File: src/rtl/inst_mem_loader.sv
// Boot-time instruction memory loader: frames a host byte stream as [LEN_HI][LEN_LO][N words][CSUM]
// and writes big-endian words to the instruction RAM while holding the CPU in reset.
module inst_mem_loader #(
    parameter int unsigned DEPTH     = 1024,
    parameter logic [31:0] BASE_ADDR = 32'h00000000
) (
    input  logic        clk,
    input  logic        reset,
    input  logic        start,
    input  logic [7:0]  byte_in,
    input  logic        byte_valid,
    output logic        byte_ready,
    output logic        mem_we,
    output logic [31:0] mem_addr,
    output logic [31:0] mem_wd,
    output logic        cpu_hold,
    output logic        done,
    output logic        error,
    output logic [15:0] word_count
);

    typedef enum logic [2:0] {
        ST_IDLE   = 3'd0,
        ST_LEN_HI = 3'd1,
        ST_LEN_LO = 3'd2,
        ST_DATA   = 3'd3,
        ST_CSUM   = 3'd4,
        ST_DONE   = 3'd5,
        ST_ERR    = 3'd6
    } state_t;

    localparam logic [16:0] DEPTH_W = 17'(DEPTH);

    function automatic logic [7:0] csum_step(input logic [7:0] acc, input logic [7:0] b);
        return acc ^ b;
    endfunction

    state_t      state_r;
    state_t      next_state_s;
    logic [15:0] len_r;
    logic [15:0] len_s;
    logic [7:0]  csum_r;
    logic [1:0]  idx_r;
    logic [23:0] shift_r;
    logic        xfer_s;
    logic        word_done_s;
    logic        last_word_s;
    logic        launch_s;
    logic        enter_done_s;
    logic        enter_err_s;
    logic        ready_next_s;
    logic [31:0] addr_s;

    assign xfer_s       = byte_valid & byte_ready;
    assign len_s        = {len_r[15:8], byte_in};
    assign word_done_s  = (state_r == ST_DATA) && xfer_s && (idx_r == 2'd3);
    assign last_word_s  = word_done_s && ((word_count + 16'd1) == len_r);
    assign launch_s     = start && ((state_r == ST_IDLE) || (state_r == ST_DONE) || (state_r == ST_ERR));
    assign enter_done_s = (state_r == ST_CSUM) && (next_state_s == ST_DONE);
    assign enter_err_s  = (state_r != ST_ERR) && (next_state_s == ST_ERR);
    // word_count doubles as the index k of the word currently being assembled
    assign addr_s       = BASE_ADDR + {14'd0, word_count, 2'b00};

    // State register
    always_ff @(posedge clk) begin
        if (reset) begin
            state_r <= ST_IDLE;
        end else begin
            state_r <= next_state_s;
        end
    end

    // Next-state decode
    always_comb begin
        next_state_s = state_r;
        case (state_r)
            ST_IDLE, ST_DONE, ST_ERR: begin
                if (start) begin
                    next_state_s = ST_LEN_HI;
                end else begin
                    next_state_s = state_r;
                end
            end
            ST_LEN_HI: begin
                if (xfer_s) begin
                    next_state_s = ST_LEN_LO;
                end else begin
                    next_state_s = state_r;
                end
            end
            ST_LEN_LO: begin
                if (!xfer_s) begin
                    next_state_s = state_r;
                end else if (len_s == 16'd0) begin
                    next_state_s = ST_CSUM;
                end else if ({1'b0, len_s} > DEPTH_W) begin
                    next_state_s = ST_ERR;
                end else begin
                    next_state_s = ST_DATA;
                end
            end
            ST_DATA: begin
                if (last_word_s) begin
                    next_state_s = ST_CSUM;
                end else begin
                    next_state_s = state_r;
                end
            end
            ST_CSUM: begin
                if (!xfer_s) begin
                    next_state_s = state_r;
                end else if (byte_in == csum_r) begin
                    next_state_s = ST_DONE;
                end else begin
                    next_state_s = ST_ERR;
                end
            end
            default: begin
                next_state_s = ST_IDLE;
            end
        endcase
    end

    // byte_ready is registered from the next state so it tracks the state register exactly
    always_comb begin
        ready_next_s = 1'b0;
        case (next_state_s)
            ST_LEN_HI, ST_LEN_LO, ST_DATA, ST_CSUM: ready_next_s = 1'b1;
            default:                                ready_next_s = 1'b0;
        endcase
    end

    // Control outputs: handshake, pulses and load status
    always_ff @(posedge clk) begin
        if (reset) begin
            byte_ready <= 1'b0;
            mem_we     <= 1'b0;
            done       <= 1'b0;
            error      <= 1'b0;
            cpu_hold   <= 1'b0;
        end else begin
            byte_ready <= ready_next_s;
            mem_we     <= word_done_s;
            done       <= enter_done_s;
            if (launch_s) begin
                error    <= 1'b0;
                cpu_hold <= 1'b1;
            end else if (enter_err_s) begin
                error    <= 1'b1;
                cpu_hold <= 1'b0;
            end else if (enter_done_s) begin
                cpu_hold <= 1'b0;
            end else begin
                error    <= error;
                cpu_hold <= cpu_hold;
            end
        end
    end

    // Datapath: length capture, checksum, word assembly and RAM write registers
    always_ff @(posedge clk) begin
        if (reset) begin
            len_r      <= 16'd0;
            csum_r     <= 8'd0;
            idx_r      <= 2'd0;
            shift_r    <= 24'd0;
            mem_addr   <= 32'd0;
            mem_wd     <= 32'd0;
            word_count <= 16'd0;
        end else if (launch_s) begin
            csum_r     <= 8'd0;
            idx_r      <= 2'd0;
            word_count <= 16'd0;
        end else if (xfer_s) begin
            case (state_r)
                ST_LEN_HI: begin
                    len_r[15:8] <= byte_in;
                    csum_r      <= csum_step(csum_r, byte_in);
                end
                ST_LEN_LO: begin
                    len_r  <= len_s;
                    csum_r <= csum_step(csum_r, byte_in);
                end
                ST_DATA: begin
                    csum_r <= csum_step(csum_r, byte_in);
                    if (idx_r == 2'd3) begin
                        mem_addr   <= addr_s;
                        mem_wd     <= {shift_r, byte_in};
                        word_count <= word_count + 16'd1;
                        idx_r      <= 2'd0;
                    end else begin
                        shift_r <= {shift_r[15:0], byte_in};
                        idx_r   <= idx_r + 2'd1;
                    end
                end
                default: begin
                    csum_r <= csum_r;
                end
            endcase
        end else begin
            csum_r <= csum_r;
        end
    end

endmodule

File: config.mk
export PLATFORM = sky130hd
export DESIGN_NAME = inst_mem_loader
export DESIGN_NICKNAME = d
export VERILOG_FILES = /design/src/rtl/inst_mem_loader.sv
export SDC_FILE = /design/constraint.sdc
export NUM_CORES = 1
export LEC_CHECK = 0
export ABC_AREA = 1
export CAP_MARGIN = 15
export CORE_MARGIN = 4
export CORE_UTILIZATION = 55
export CTS_BUF_LIST = sky130_fd_sc_hd__clkbuf_8
export CTS_CLUSTER_DIAMETER = 50
export CTS_CLUSTER_SIZE = 12
export DETAILED_ROUTE_END_ITERATION = 7
export PLACE_DENSITY_LB_ADDON = 0.1
export SLEW_MARGIN = 5
export SYNTH_ARGS = -nofsm -noshare
export SYNTH_HDL_FRONTEND = slang
export SYNTH_SLANG_ARGS = --single-unit
File: constraint.sdc
create_clock -name clk -period 3.23 [get_ports clk]
set_clock_uncertainty 0.15 [all_clocks]
set_input_delay 0.4845 -clock clk [delete_from_list [all_inputs] [get_ports clk]]
set_output_delay 0.4845 -clock clk [all_outputs]
set_load 0.005 [all_outputs]
==> impl_results.md, run 1 <==
- Starting Density: 0.562
- Critical Path Most Common Cell: nand2_1
- FF+latch area: 2440 um^2
- Internal Power: about 0.0022 W
- WP data arrival: ~2700 ps
- Die Wd: 108 um
- Drt first pass iters: 5
- CTS tree: built
- Sw Share: 0.254
- Num CTS Buffers: 17
- Vias in the first global route: 5011
- Yosys top cell area share: 0.444
- Final period util: 0.797
- Worst VDD drop: 0.240 mV
- P&R area growth vs syn: 21.7%
- Vias per cell: 5.42
- Worst hold margin: slightly above 300 ps
- Die H: 108 um
- Simple-gate portion of the synthesized area: 0.292
- Ys flop type: dfxtp_1
- Final hold vios: 0
- CP top delay family: simple AND/OR/NAND/NOR gates
- # DRC: 0
- CP max FO: 7
- Setup TNS: 0 ps
- Post-Syn Area: 5500 um^2
- Cts hold-fix bufs: 0
- Crit path kind: flip-flop to flip-flop
- Worst setup EP type: flip-flop
- Die Footprint: 11700 um^2
- Row cnt: 36
- Slew HR: 0.417
- Final setup violation count: 0
- Clock Path Buffers: 2
- Sink Count: about 120
- Max-cap viol count: 0
- Avg Synthesized Cell Area: 7.21 um^2
- Lkg Pwr: around 2.7 nW
- Wire per inst: 14.8 um
- Seq/Total Area, Yosys: 0.444
- Nets: 849
- GP Congestion: between 0.9 and 1
- Status: completed
- RSZ-0062 raised after global routing: false
- Power per cell area: 439 nW/um^2
- Clk slew on worst S/H paths: 80 ps
- Ports: 97
- Core ar.: 9770 um^2
- Synth area leader: dfxtp_1
- Max Fclk: 388 MHz
- Skew-Pair Late Insertion Delay: about 430 ps
- Via count: 5313
- First-pass GRT wire length: 23.9 mm
- Bufs and invs on worst path: 0
- Antenna-violating nets left: 0
- PortBufs: 80
- Largest net degree at the start of global routing: 64
- Startpoint class of the critical path: flip-flop
- Share of layout cells above drive strength 1: 0.0838
- Worst path cell trace: ha_1 -> nand2_1 -> nor2_4 -> nand2_1 -> nand3_1 -> nand2_1 -> nor2_2 -> nand2_2 -> nor2_4 -> nand3_2 -> o21bai_4 -> nand3_2 -> xor2_1 -> nor2_1
- Syn. warnings: 0
- Antenna violations before repair: 0
- FF+latch count, synth: 122
- Ant. Diodes: 0
- Multiplexer area fraction after synthesis: 0
- Top cells by area, synth: dfxtp_1 44%, nand2_1 9.9%, a21oi_1 7.2%
- Switch Pwr: around 0.00075 W
- Met1 Track Usage GR: 0.343
- Slowest CP cell: dfxtp_1
- H-tree Lvls: 4
- Gr usage total: 0.258
- M3 GR Usage: 0.0567
- Area of the multi-input gates: approximately 2600 um^2
- Fillcell total: 844
- Worst Tran Pin Value: just under 900 ps
- WL final: around 15 mm
- Most Crowded Layer GR: met2
- Main combinational cell family by area after synthesis: simple AND/OR/NAND/NOR gates
- Met2 usage: 0.412
- Fraction of registers with async set/reset: 0
- Synth Area in Compound Gates: 0.156
- HP Class: flip-flop to flip-flop
- Pins Over Slew Limit: 0
- EDFF count, synth: 0
- Comb power frac: 0.050
- Initial drt markers: 445
- Number of setup buffers added after CTS: 0
- Post-synthesis adder-cell area fraction: 0.00683
- Final worst path period need: 2580 ps
- Required time of the critical path: 3380 ps
- GRT overflow: 0
- Post-DP HPWL: 10.2 mm
- Clock share of power: 0.432
- Root Buffer: clkbuf_8
- Post-Synth XOR/XNOR Area: 0.0143
- Synth Instances: 762
- Synth cell types: 36
- Seq pwr share: 0.518
- Largest stage delay, worst path: 490 ps
- Post-cts resize count: 0
placed cells by master (no fill, tap or decap), types with 2 or more instances in the layout:
cell	instances
nand2_1	145
dfxtp_1	122
nor2_1	104
clkdlybuf4s50_1	80
a21oi_1	79
o21ai_0	72
nand3_1	66
inv_1	50
clkbuf_8	18
conb_1	16
nand4_1	10
buf_4	9
xor2_1	7
nor2_4	6
nor3_1	6
nand2_2	5
clkinv_1	4
inv_2	4
nand3_2	4
inv_6	4
clkinvlp_4	4
nor2_2	3
a211oi_1	3
a31oi_1	3
or2_2	3
ha_1	3
nand2_4	2
nor2_8	2
xnor2_1	2
clkinv_2	2
power by group through the flow:
| stage | clock (W) | sequential, W | combinational [W] |
|---|---|---|---|
| after detailed placement | 0 | 0.00156 | 0.000143 |
| final | 0.00127 | 0.00152 | 0.000148 |
| after global routing | 0.00135 | 0.00152 | 0.000162 |
| after global placement | 0 | 0.00156 | 0.000141 |
| after CTS | 0.00128 | 0.00152 | 0.000144 |
| after floorplan | 0 | 0.00155 | 0.000103 |
cells by family (layout without fill, tap and decap cells):
| kind of cell | after synthesis | in the layout |
|---|---|---|
| simple gates | 357 | 357 |
| compound gates | 163 | 163 |
| xor+xnor | 9 | 9 |
| flops | 122 | 122 |
| other cells | 1 | 16 |
| buf+inv | 107 | 177 |
| fa+ha+maj | 3 | 3 |
tightest hold or removal path, stage by stage (launching register included):
cell     delay [ps]
dfxtp_1         310
inv_1            50
a21oi_1          50
per-stage QoR:
step / power (W) / instance area, um^2 / instances / worst slack (ps) / utilization
final: 0.00294 / 6690 / 980 / 654 / 0.685
after global routing: 0.00304 / 6690 / 980 / 464 / 0.685
after CTS: 0.00295 / 6690 / 980 / 675 / 0.685
after detailed placement: 0.00170 / 6320 / 948 / 444 / 0.647
after global placement: 0.00170 / 6320 / 948 / 539 / 0.647
after floorplan: 0.00166 / 5550 / 777 / 1090 / -
worst paths after layout:
path / startpoint / endpoint / slack [ps] / cells past startpoint
worst max-delay path: word_count[0] / byte_ready / 650 / 14
worst min-delay path: error / error / 300 / 2
worst max register to register: word_count[0] / byte_ready / 650 / 14
worst min register to register: error / error / 300 / 2
sequential cells by signal, summed over array words and instances, names as in the netlist:
register	flops
state_r	3
mem_wd	32
byte_ready	1
mem_we	1
mem_addr	16
error	1
word_count	16
done	1
idx_r	2
len_r	16
shift_r	24
csum_r	8
cpu_hold	1
synthesized netlist by cell type (3+ instances only):
master	number
nand2_1	145
dfxtp_1	122
nor2_1	104
a21oi_1	79
o21ai_0	72
nand3_1	66
inv_1	48
clkbuf_1	32
buf_4	16
nand4_1	10
xor2_1	7
nor2_4	6
nor3_1	6
nand2_2	5
clkinv_1	4
inv_2	4
nand3_2	4
a211oi_1	3
a31oi_1	3
ha_1	3
nor2_2	3
or2_2	3
routing by layer:
layer,routed length (um),vias to the layer above
li1,-,2617
met1,6470,2436
met2,6720,219
met3,921,41
met4,393,0
met5,0,-
cell type report:
class	count	area share
clock buffer	18	0.0370
clock inverter	14	0.0181
inverter	56	0.0314
multi-input combinational	548	0.394
sequential	122	0.365
tap	133	0.0249
timing repair buffer	89	0.130
Note: power is estimated with default switching activity, not from simulation.
==> run 2, diff against run 1 <==
--- a/config.mk
+++ b/config.mk
@@ -8,7 +8,7 @@
 export ABC_AREA = 1
 export CAP_MARGIN = 15
 export CORE_MARGIN = 4
-export CORE_UTILIZATION = 55
+export CORE_UTILIZATION = 49
 export CTS_BUF_LIST = sky130_fd_sc_hd__clkbuf_8
 export CTS_CLUSTER_DIAMETER = 50
 export CTS_CLUSTER_SIZE = 12
==> constraint.sdc (replaced) <==
create_clock -name clk -period 2.1 [get_ports clk]
set_clock_uncertainty 0.15 [all_clocks]
set_input_delay 0.315 -clock clk [delete_from_list [all_inputs] [get_ports clk]]
set_output_delay 0.315 -clock clk [all_outputs]
set_load 0.005 [all_outputs]
==> impl_results.md, run 2 (synthesis results as in run 1) <==
- Final period util: 1.05 (+0.250)
- Die H: 114 um (+5.5%)
- Setup crit start: word_count[1]
- CP max FO: 4 (-3)
- Final worst path period need: 2200 ps (-376 ps)
- Crit path kind: flip-flop to flip-flop
- Worst VDD drop: 0.523 mV (+120%)
- Setup TNS: -378 ps (-378 ps)
- # DRC: 0 (unchanged)
- Most common cell after layout, fill and taps aside: nand2_1
- Num CTS Buffers: 17 (unchanged)
- WL final: 16.8 mm (+16%)
- Largest stage delay, worst path: 390 ps (-100 ps)
- P&R area growth vs syn: 39.8%
- Largest net degree at the start of global routing: 40 (-38%)
- Worst hold margin: 317 ps (+15.2 ps)
- Ports: 97 (unchanged)
- Status: complete, but fails checks
- Gr usage total: 0.263 (+0.00416)
- Startpoint class of the critical path: flip-flop
- Slowest CP cell: dfxtp_4
- CP top delay family: simple AND/OR/NAND/NOR gates
- Core ar.: 10900 um^2 (+11%)
- Max-cap viol count: 0 (unchanged)
- GP Congestion: 0.872 (-6.1%)
- Row cnt: 38 (+5.6%)
- Pins Over Slew Limit: 0 (unchanged)
- GRT overflow: 0 (unchanged)
- Antenna violations before repair: 0 (unchanged)
- Skew-Pair Late Insertion Delay: 460 ps (+30 ps)
- Die Wd: 114 um (+5.5%)
- Critical R2R Launch: word_count[1]
- Hold Path Origin: error
- Largest registers: mem_wd (32), shift_r (24)
- Sink Count: 122 (unchanged)
- Post-DP HPWL: 11.7 mm (+14%)
- Drt first pass iters: 6 (+1)
- Vias in the first global route: 5478 (+9.3%)
- Nets: 927 (+9.2%)
- Failing checks: setup timing
- Bufs and invs on worst path: 2 (+2)
- Wire per inst: 15.7 um (+6.4%)
- Max Fclk: 455 MHz (+17%)
- Clock Path Buffers: 2 (unchanged)
- Antenna-violating nets left: 0 (unchanged)
- Max FFs per register: 32 (unchanged)
- Worst path cell trace: buf_6 -> nand2_4 -> nor2_8 -> buf_12 -> nand2_4 -> nand2_1 -> nand2_1 -> nand2_1 -> nand3_2 -> nor2_4 -> nand3_2 -> o21bai_4 -> nand3_2 -> xor2_1 -> nor2_1
- Fillcell total: 920 (+9.0%)
- Initial drt markers: 359 (-19%)
- Die Footprint: 13000 um^2 (+11%)
- Required time of the critical path: 2280 ps (-1100 ps)
- Starting Density: 0.505 (-0.0575)
- Most frequent cells in the layout: 132 x nand2_1, 116 x dfxtp_1, 100 x nor2_1, 80 x clkdlybuf4s50_1, 77 x a21oi_1
- Worst setup EP type: flip-flop
- CTS tree: built
- First-pass GRT wire length: 27.0 mm (+13%)
- Clk slew on worst S/H paths: 70 ps (about the same)
- Final hold vios: 0 (unchanged)
- Root Buffer: clkbuf_8
- Final setup violation count: 6 (+6)
- Power per cell area: 657 nW/um^2 (+50%)
- Top reg by flops: mem_wd
- H-tree Lvls: 4 (unchanged)
- Final instance area: 7690 um^2 (+15%)
- Lkg Pwr: 3.22 nW (+18%)
- RSZ-0062 raised after global routing: true
- Ant. Diodes: 0 (unchanged)
- Via count: 5642 (+6.2%)
- Final worst slack: -99.2 ps (-754 ps)
- Vias per cell: 5.30 (-2.3%)
- PortBufs: 80 (unchanged)
- DP Worst Slack: -471 ps (-915 ps)
- Post-Place Cell Area: 6850 um^2 (+8.4%)
- HP Class: flip-flop to flip-flop
- WP data arrival: 2380 ps (-350 ps)
- Share of layout cells above drive strength 1: 0.206 (+0.123)
-- run 2: cell types whose count changed in the layout (fill, tap and decap cells not counted), sizes merged --
| cell | delta |
|---|---|
| buf | +77 |
| clkbuf | -1 |
| bufinv | +4 |
| nor2 | +1 |
| inv | -3 |
-- run 2: metal layers --
metal	global-route usage	wire (um)	up-vias
met5	0	0	-
met4	0.133	622	0
met3	0.0462	810	46
met2	0.444	8250	187
met1	0.321	7080	2634
li1	-	-	2775
-- run 2: layout make-up --
type	count	area [um^2]	share of cell area
Sequential cell	122	2460	0.320
Timing Repair Buffer	166	1530	0.199
Inverter	56	215	0.0280
Clock inverter	15	221	0.0288
Multi-Input combinational cell	549	2850	0.371
Clock buffer	17	234	0.0304
Tap cell	140	175	0.0228
-- run 2: path summary, 6_finish.rpt --
check / to / slack [ps] / depth (start not counted)
worst max register to register: byte_ready / -100 / 15
worst min-delay path: error / 320 / 2
worst min register to register: error / 320 / 2
worst max-delay path: byte_ready / -100 / 15
-- run 2: worst reg2reg max path, stage by stage, from the launching register on --
cell and delay (ps):
dfxtp_4 390, buf_6 130, nand2_4 90, nor2_8 120, buf_12 120, nand2_4 50, nand2_1 80, nand2_1 70
nand2_1 80, nand3_2 90, nor2_4 120, nand3_2 120, o21bai_4 180, nand3_2 90, xor2_1 150, nor2_1 50
-- run 2: power breakdown --
group / leakage [nW] / switching [W] / internal, W
sequential: 0.987 / 0.0000124 / 0.00232
combinational: 2.02 / 0.000167 / 0.000111
clock: 0.219 / 0.00102 / 0.00141
-- run 2: repair_timing --
action | CTS | global route
pin swaps | 19 | 23
gates cloned | 1 | 0
endpoints found under the setup margin | 6 | 31
resized for setup | 34 | 32
buffers inserted | 11 | 2
hold buffers | 0 | 0
-- run 2: metrics by stage --
step	util	std cells	total power [W]
6_report	0.706	1065	0.00505
5_1_grt	0.706	1065	0.00520
3_5_place_dp	0.630	1021	0.00266
3_3_place_gp	0.630	1021	0.00266
4_1_cts	0.694	1065	0.00506
2_1_floorplan	-	777	0.00255
==> run 3, diff against run 2 <==
--- a/config.mk
+++ b/config.mk
@@ -7,13 +7,14 @@
 export LEC_CHECK = 0
 export ABC_AREA = 1
 export CAP_MARGIN = 15
-export CORE_MARGIN = 4
+export CORE_MARGIN = 3
 export CORE_UTILIZATION = 49
 export CTS_BUF_LIST = sky130_fd_sc_hd__clkbuf_8
 export CTS_CLUSTER_DIAMETER = 50
 export CTS_CLUSTER_SIZE = 12
 export DETAILED_ROUTE_END_ITERATION = 7
 export PLACE_DENSITY_LB_ADDON = 0.1
+export REMOVE_ABC_BUFFERS = 1
 export SLEW_MARGIN = 5
 export SYNTH_ARGS = -nofsm -noshare
 export SYNTH_HDL_FRONTEND = slang
==> impl_results.md, run 3 (synthesis results as in run 1) <==
- Final worst path period need: 2190 ps (-7.44 ps)
- Via count: 5570 (-1.3%)
- Vias per cell: 5.28 (-0.34%)
- P&R area growth vs syn: 35.5%
- First-pass GRT wire length: 25.1 mm (-7.1%)
- Pins Over Slew Limit: 0 (unchanged)
- Wire per inst: 14.3 um (-9.3%)
- Post-Place Cell Area: 6840 um^2 (-0.26%)
- Fillcell total: 947 (+2.9%)
- DP Worst Slack: -356 ps (+115 ps)
- Post-DP HPWL: 10.5 mm (-9.9%)
- Clock share of power: 0.458 (-0.024)
- GRT overflow: 0 (unchanged)
- HP Class: flip-flop to flip-flop
- Antenna-violating nets left: 0 (unchanged)
- Seq pwr share: 0.486 (+0.023)
- Die Wd: 112 um (-1.8%)
- WP data arrival: 2410 ps (+30 ps)
- PortBufs: 80 (unchanged)
- Core ar.: 10900 um^2 (unchanged)
- Internal Power: 0.00364 W (-5.4%)
- Comb power frac: 0.056 (about the same)
- Nets: 917 (-1.1%)
- Min-Delay Endpoint: error
- RSZ-0062 raised after global routing: true
- Max Fclk: 456 MHz (+0.34%)
- Die H: 112 um (-1.8%)
- Worst VDD drop: 0.458 mV (-12%)
- # DRC: 0 (unchanged)
- H-tree Lvls: 4 (unchanged)
- Sink Count: 122 (unchanged)
- Clk slew on worst S/H paths: 70 ps (about the same)
- Ports: 97 (unchanged)
- Gr usage total: 0.244 (-0.0187)
- Power per cell area: 645 nW/um^2 (-1.8%)
- Root Buffer: clkbuf_8
- GP Congestion: 0.895 (+2.6%)
- Startpoint class of the critical path: flip-flop
- Required time of the critical path: 2320 ps (+40 ps)
- Most frequent cells in the layout: 137 x nand2_1, 117 x dfxtp_1, 98 x nor2_1, 80 x clkdlybuf4s50_1, 79 x a21oi_1
- Final worst slack: -91.8 ps (+7.44 ps)
- Failing checks: setup timing
- Drt first pass iters: 7 (+1)
- Num CTS Buffers: 17 (unchanged)
- Final setup violation count: 5 (-1)
- Vias in the first global route: 5390 (-1.6%)
- Ant. Diodes: 0 (unchanged)
- R2R cell count: 15 (unchanged)
- Setup TNS: -216 ps (+162 ps)
- Final instance area: 7450 um^2 (-3.1%)
- Final hold vios: 0 (unchanged)
- Clock Path Buffers: 2 (unchanged)
- Starting Density: 0.505 (unchanged)
- Initial drt markers: 331 (-7.8%)
- Hold Path Origin: error
- Final period util: 1.04 (-0.00354)
- R2r setup slk: -90 ps (about the same)
- Sw Share: 0.242 (+0.00433)
- Max FFs per register: 32 (unchanged)
- Die Footprint: 12500 um^2 (-3.5%)
- Row cnt: 38 (unchanged)
- WL final: 15.1 mm (-10%)
- Antenna violations before repair: 0 (unchanged)
- Share of layout cells above drive strength 1: 0.184 (-0.0229)
- Util after Layout: 0.684 (-0.0221)
- Largest net degree at the start of global routing: 38 (-5.0%)
- CTS tree: built
- Crit path kind: flip-flop to flip-flop
- Largest registers: mem_wd (32), shift_r (24)
- CP max FO: 5 (+1)
- Worst Hold Depth: 2 (unchanged)
- Critical R2R Launch: word_count[1]
- Worst reg2reg endpoint: cpu_hold
- Max-cap viol count: 0 (unchanged)
- Switch Pwr: 0.00116 W (-3.2%)
- Top reg by flops: mem_wd
- Most common cell after layout, fill and taps aside: nand2_1
- Status: complete, but fails checks
- Lkg Pwr: 3.13 nW (-2.9%)
- Skew-Pair Late Insertion Delay: 430 ps (-30 ps)
- Worst setup EP type: flip-flop
## run 3: changes by cell type in the layout (fill, tap and decap cells not counted), sizes merged
cell / change
inv: +2
bufinv: -2
clkinvlp: -1
buf: -10
clkbuf: +1
## run 3: final cells by class
type	count	area [um^2]	share of cell area
Multi-Input combinational cell	549	2780	0.373
Sequential cell	122	2460	0.330
Timing Repair Buffer	156	1410	0.189
Clock buffer	18	248	0.0333
Inverter	56	213	0.0286
Tap cell	140	175	0.0235
Clock inverter	14	170	0.0229
## run 3: what timing repair did
| action | 4_1_cts | 5_1_grt |
|---|---|---|
| setup buffers | 3 | 0 |
| hold buffers | 0 | 0 |
| gates resized for setup | 40 | 3 |
| endpoints found under the setup margin | 5 | 6 |
| pin swaps | 5 | 3 |
| cloned | 1 | 0 |
## run 3: how the worst max path moves through the flow
stage,from,slack (ps),end
CTS,word_count[0],-80,byte_ready
detailed placement,byte_in[7],-360,cpu_hold
global route,word_count[0],-240,cpu_hold
floorplan,idx_r[0],-870,byte_ready
global placement,byte_in[6],-280,byte_ready
finish,word_count[1],-90,cpu_hold
## run 3: power by group through the flow
stage | combinational (W) | clock [W] | sequential [W]
detailed placement | 0.000260 | 0 | 0.00239
CTS | 0.000266 | 0.00223 | 0.00233
global placement | 0.000254 | 0 | 0.00239
finish | 0.000269 | 0.00220 | 0.00234
floorplan | 0.000121 | 0 | 0.00239
global route | 0.000295 | 0.00233 | 0.00234
## run 3: critical path, stage by stage (launching register included)
cell      delay [ps]
dfxtp_4          380
buf_6            130
nand2_4           90
nor2_8           160
nand2_1           70
nand3_1           70
nand2_1           70
nor2_2           180
nand2_2           90
nor2_4           110
nand3_4          100
o21bai_4         190
nand2_2           70
nand3_2          100
nand2_2           60
a21oi_2          100
## run 3: through the flow
stage                     power (W)  instances  hold WS, ps
after global routing        0.00496       1055          336
after global placement      0.00265       1019          299
final                       0.00480       1055          316
after detailed placement    0.00265       1019          307
after CTS                   0.00483       1055          318
after floorplan             0.00251        726          227
## run 3: routing by layer
layer	wire [um]	global-route usage
met1	6430	0.289
met2	7500	0.423
met3	753	0.0533
met4	376	0.108
met5	0	0
